File: config.mk
export PLATFORM = sky130hd
export DESIGN_NAME = riscv_core_div_ctrl
export DESIGN_NICKNAME = d
export VERILOG_FILES = /design/src/rtl/riscv_core_div_ctrl.sv
export SDC_FILE = /design/constraint.sdc
export NUM_CORES = 1
export LEC_CHECK = 0
export ABC_CLOCK_PERIOD_IN_PS = 7200
export CAP_MARGIN = 10
export CELL_PAD_IN_SITES_DETAIL_PLACEMENT = 1
export CELL_PAD_IN_SITES_GLOBAL_PLACEMENT = 1
export CORE_MARGIN = 5
export CORE_UTILIZATION = 39
export DETAILED_ROUTE_END_ITERATION = 6
export PLACE_DENSITY_LB_ADDON = 0.08
export SYNTH_ARGS = -nofsm -noshare
export SYNTH_HDL_FRONTEND = slang
export SYNTH_SLANG_ARGS = --single-unit
File: constraint.sdc
create_clock -name i_div_ctrl_clk -period 7.2 [get_ports i_div_ctrl_clk]
set_input_delay 1.44 -clock i_div_ctrl_clk [delete_from_list [all_inputs] [get_ports i_div_ctrl_clk]]
set_output_delay 1.44 -clock i_div_ctrl_clk [all_outputs]
set_load 0.1 [all_outputs]
File: src/rtl/riscv_core_div_ctrl.sv
// riscv_core_div_ctrl: sign/overflow/zero handling around an unsigned divider core for RV64 M-extension divides
module riscv_core_div_ctrl #(
    parameter int XLEN = 64
) (
    input  logic            i_div_ctrl_clk,
    input  logic            i_div_ctrl_rstn,
    input  logic            i_div_ctrl_valid,
    input  logic [2:0]      i_div_ctrl_funct3,
    input  logic            i_div_ctrl_word,
    input  logic [XLEN-1:0] i_div_ctrl_rs1,
    input  logic [XLEN-1:0] i_div_ctrl_rs2,
    input  logic            i_div_ctrl_flush,
    output logic            o_div_ctrl_busy,
    output logic            o_div_ctrl_valid,
    output logic [XLEN-1:0] o_div_ctrl_result,
    output logic            o_div_ctrl_core_en,
    output logic [XLEN-1:0] o_div_ctrl_core_dividend,
    output logic [XLEN-1:0] o_div_ctrl_core_divisor,
    input  logic            i_div_ctrl_core_done,
    input  logic [XLEN-1:0] i_div_ctrl_core_quotient,
    input  logic [XLEN-1:0] i_div_ctrl_core_remainder
);
    typedef enum logic [2:0] {IDLE, LAUNCH, WAIT, FIXUP, DONE, DRAIN} state_t;
    state_t state, state_nx;
    logic op_signed, op_rem, sign_a, sign_b, div_zero, ovf, special, accept;
    logic [XLEN-1:0] eff_a, eff_b, mag_a, mag_b, special_raw, special_res;
    logic r_rem, r_word, r_neg;
    logic [XLEN-1:0] r_dividend, r_divisor, r_raw, r_result, fixed, fixed_res;

    // decode the request, form effective operands, magnitudes and the early-out results
    always_comb begin
        op_signed   = (i_div_ctrl_funct3 == 3'b100) || (i_div_ctrl_funct3 == 3'b110);
        op_rem      = (i_div_ctrl_funct3 == 3'b110) || (i_div_ctrl_funct3 == 3'b111);
        eff_a       = i_div_ctrl_word ? {{(XLEN-32){op_signed & i_div_ctrl_rs1[31]}}, i_div_ctrl_rs1[31:0]} : i_div_ctrl_rs1;
        eff_b       = i_div_ctrl_word ? {{(XLEN-32){op_signed & i_div_ctrl_rs2[31]}}, i_div_ctrl_rs2[31:0]} : i_div_ctrl_rs2;
        sign_a      = op_signed & eff_a[XLEN-1];
        sign_b      = op_signed & eff_b[XLEN-1];
        mag_a       = sign_a ? -eff_a : eff_a;
        mag_b       = sign_b ? -eff_b : eff_b;
        div_zero    = eff_b == '0;
        ovf         = op_signed && (eff_b == '1) &&
                      (i_div_ctrl_word ? eff_a[31:0] == 32'h8000_0000 : eff_a == {1'b1, {(XLEN-1){1'b0}}});
        special     = div_zero || ovf;
        special_raw = div_zero ? (op_rem ? eff_a : '1) : (op_rem ? '0 : eff_a);
        special_res = i_div_ctrl_word ? {{(XLEN-32){special_raw[31]}}, special_raw[31:0]} : special_raw;
        accept      = (state == IDLE) && i_div_ctrl_valid && !i_div_ctrl_flush;
    end

    // restore the sign of the captured core result and narrow W ops to 32 bits
    always_comb begin
        fixed     = r_neg ? -r_raw : r_raw;
        fixed_res = r_word ? {{(XLEN-32){fixed[31]}}, fixed[31:0]} : fixed;
    end

    // next-state: a flush while the core is running must still wait out its done strobe
    always_comb begin
        state_nx = state;
        case (state)
            IDLE:    state_nx = accept ? (special ? DONE : LAUNCH) : IDLE;
            LAUNCH:  state_nx = i_div_ctrl_flush ? DRAIN : WAIT;
            WAIT:    state_nx = i_div_ctrl_core_done ? (i_div_ctrl_flush ? IDLE : FIXUP) : (i_div_ctrl_flush ? DRAIN : WAIT);
            FIXUP:   state_nx = i_div_ctrl_flush ? IDLE : DONE;
            DONE:    state_nx = IDLE;
            DRAIN:   state_nx = i_div_ctrl_core_done ? IDLE : DRAIN;
            default: state_nx = IDLE;
        endcase
    end

    // state and datapath registers; operands to the core hold until the next accept
    always_ff @(posedge i_div_ctrl_clk or negedge i_div_ctrl_rstn) begin
        if (!i_div_ctrl_rstn) begin
            state      <= IDLE;
            r_rem      <= 1'b0;
            r_word     <= 1'b0;
            r_neg      <= 1'b0;
            r_dividend <= '0;
            r_divisor  <= '0;
            r_raw      <= '0;
            r_result   <= '0;
        end else begin
            state <= state_nx;
            if (accept) begin
                r_rem      <= op_rem;
                r_word     <= i_div_ctrl_word;
                r_neg      <= op_rem ? sign_a : sign_a ^ sign_b;
                r_dividend <= mag_a;
                r_divisor  <= mag_b;
                r_result   <= special_res;
            end
            if (state == WAIT && i_div_ctrl_core_done)
                r_raw <= r_rem ? i_div_ctrl_core_remainder : i_div_ctrl_core_quotient;
            if (state == FIXUP)
                r_result <= fixed_res;
        end
    end

    assign o_div_ctrl_busy          = state != IDLE;
    assign o_div_ctrl_valid         = (state == DONE) && !i_div_ctrl_flush;
    assign o_div_ctrl_result        = o_div_ctrl_valid ? r_result : '0;
    assign o_div_ctrl_core_en       = state == LAUNCH;
    assign o_div_ctrl_core_dividend = r_dividend;
    assign o_div_ctrl_core_divisor  = r_divisor;
endmodule

==> impl_metrics.py <==
metrics = {
    "outcome": {
        "status": "finished, final reports clean",
    },
    "global_routing": {
        "grt_pass1_vias": 17500,
        "grt_max_degree": 232,
        "grt_pass1_wl_microns": 108000,
        "track_usage": 0.289,
        "grt_overflow": 0,
        "antenna_found_initial": 5,
    },
    "worst_setup_path": {
        "path_class": "in2out",
        "critPathLaunchType": "primary input",
        "crit_required_ns": 5.76,
        "worstPathArrival_ns": 4.46,
        "cp-end-kind": "primary output",
        "crit_fanout": 54,
    },
    "power_and_ir_drop": {
        "power_density_mw_per_mm2": 457,
        "combPwrFrac": 0.568,
        "power.switching_mw": 5.73,
        "pwr-share-seq": 0.273,
        "p_sw_frac": 0.544,
        "ir_drop_uv": 282,
        "p_int_mw": 4.79,
        "finalPower_mw": 10.5,
        "p_clk_frac": 0.159,
        "p_leak_nw": 9.03,
    },
    "placed_design": {
        "portBuffers": 459,
        "place_congestion": 0.888,
        "dp_hpwl_microns": 55100,
        "place_inst": 2946,
    },
    "synthesis": {
        "ys_seq_area_frac": 0.387,
        "syn_inst": 2013,
        "yosys-top-cells-count": "dfrtp_1, nand2_1, nor2_1",
        "synthMostInstantiatedCell": "dfrtp_1",
        "synth_edf_count": 0,
        "postSynthNetCount": 2285,
        "synth_top_cell_by_area": "dfrtp_1",
        "yosys_warnings": 0,
        "synth_seq_cells": 262,
        "synth_cell_types": 89,
        "netlist_area_sq_mm": 0.0169,
        "syn_area_per_cell_sq_um": 8.41,
        "synth.area.top_cells": "dfrtp_1, o21ai_0, nand2_1",
        "synth_top_area_frac": 0.387,
        "synth_flop_cell": "dfrtp_1",
        "async_flop_share": 1.00,
    },
    "cts": {
        "root_buffer": "clkbuf_16",
        "ctsHoldBuffers": 0,
        "cts_tree": "yes",
        "clk_path_buf_depth": 3,
        "cts_setup_buffers": 0,
        "clk_pin_slew_ns": 0.06,
        "numCtsBuffers": 34,
        "insertion_delay_ns": 0.54,
        "cts_max_level": 2,
        "ctsResizeCount": 0,
        "cts.sinks": 262,
    },
    "final_layout": {
        "multi_input_area_sq_mm": 0.00974,
        "syn_to_final_growth_pct": 35.9,
        "finalNetCount": 2669,
        "fillers": 5014,
        "drive_gt1_frac": 0.0579,
        "seqCellArea_sq_mm": 0.00656,
        "stdcell_count": 3009,
    },
    "floorplan": {
        "core_area_sq_mm": 0.0430,
        "die_y_microns": 218,
        "rows": 76,
        "initial_core_util": 0.394,
        "ios": 460,
        "die-area_sq_mm": 0.0477,
        "die_x_microns": 218,
    },
    "flow_run": {
        "max-cap-violations": 0,
    },
    "sta": {
        "period_share": 0.819,
        "finalSetupTns_ns": 0,
        "tightest_slew_ns": 1.29,
        "finalCriticalPeriod_ns": 5.90,
        "skew_ns": 0.0199,
        "fmax_mhz": 170,
        "max_slew_margin": 0.142,
        "setup_viol": 0,
        "grt_setup_unrepaired": "false",
        "hold_violations": 0,
        "slew_violations": 0,
    },
    "routing": {
        "drt_iter0_drc": 1486,
        "via_per_inst": 5.76,
        "drt-wirelength-per-cell_microns": 23.8,
        "drt_first_pass_iters": 5,
        "drtAntennaViolNets": 0,
        "routed_wl_microns": 71600,
        "drc": 0,
        "dr_total_vias": 17300,
    },
    "worst_hold_path": {
        "hold_class": "reg2reg",
    },
}
[layout by cell type (no fill, tap or decap), types with 25 or more instances in the layout]
cell type          n
a21oi_1          161
nor3_1            54
nor2_1           195
clkdlybuf4s50_1  457
xnor2_1           93
nand2_1          233
nand3_1           34
nand4_1           33
xor2_1            76
nor4_1            33
o41ai_1           26
o21ai_0          184
o31ai_1           31
clkbuf_16         35
mux2i_1           69
and2_1            67
dfrtp_1          260
a22oi_1           25
a31oi_1           30
[cell type report]
class,instances,share of cell area
clock buffers,45,0.0427
clock inverters,14,0.00440
well taps,585,0.0318
repair buffers,482,0.209
flip-flops and latches,262,0.285
diodes,4,0.000435
multi-input cells,1593,0.423
inverters,24,0.00391
[through the flow]
step | util | hold WS (ns) | instance area (sq um) | worst slack [ns]
final | 0.536 | 0.477 | 23000 | 1.30
after global routing | 0.535 | 0.513 | 23000 | 1.08
after CTS | 0.535 | 0.483 | 23000 | 1.28
after detailed placement | 0.510 | 0.469 | 21900 | 1.28
after global placement | 0.510 | 0.461 | 21900 | 1.44
after floorplan | - | 0.448 | 16900 | 2.15
[worst paths after layout]
kind / from / to / slack [ns] / cells after the start
min: o_div_ctrl_core_divisor[33] / o_div_ctrl_core_divisor[33] / 0.48 / 2
max in group asynchronous: i_div_ctrl_rstn / r_raw[43] / 5.10 / 2
min reg2reg: o_div_ctrl_core_divisor[33] / o_div_ctrl_core_divisor[33] / 0.48 / 2
max reg2reg: r_raw[2] / r_result[52] / 3.59 / 8
min in group asynchronous: i_div_ctrl_rstn / o_div_ctrl_core_divisor[22] / 0.89 / 1
max: i_div_ctrl_flush / o_div_ctrl_result[24] / 1.30 / 5
[sequential cells by signal, indices dropped and copies added, names as in the netlist]
register                  flops
r_result                     64
r_word                        1
r_neg                         1
state                         3
o_div_ctrl_core_dividend     64
r_raw                        64
r_rem                         1
o_div_ctrl_core_divisor      64
[power groups by stage]
stage | Clock (mW) | Combinational [mW] | Sequential (mW)
3_3_place_gp | 0 | 5.86 | 2.86
5_1_grt | 1.78 | 6.27 | 2.95
6_report | 1.67 | 5.97 | 2.88
4_1_cts | 1.71 | 5.98 | 2.87
2_1_floorplan | 0 | 2.08 | 4.91
3_5_place_dp | 0 | 5.96 | 2.89
[layer usage]
| metal | wire length (microns) | vias up | global-route usage |
|---|---|---|---|
| met2 | 32600 | 615 | 0.454 |
| met3 | 5230 | 79 | 0.0572 |
| li1 | - | 8022 | - |
| met1 | 32200 | 8599 | 0.411 |
| met4 | 1520 | 6 | 0.0716 |
| met5 | 117 | - | 0.0135 |
[cell families (layout without fill, tap and decap cells)]
family / count (synthesis) / count (layout) / synth area share
flops: 262 / 262 / 0.387
xor+xnor: 169 / 169 / 0.0874
other cells: 0 / 4 / 0
compound gates: 577 / 577 / 0.209
buf+inv: 158 / 565 / 0.0404
fa+ha+maj: 7 / 7 / 0.00517
simple gates: 769 / 769 / 0.229
mux: 71 / 71 / 0.0421
[worst max-delay path, cell delays in order]
cell             delay, ns
clkdlybuf4s50_1       0.50
nor4b_2               0.86
buf_12                0.28
and2_1                0.18
clkdlybuf4s50_1       1.13
Power figures use the tool's default switching activity.
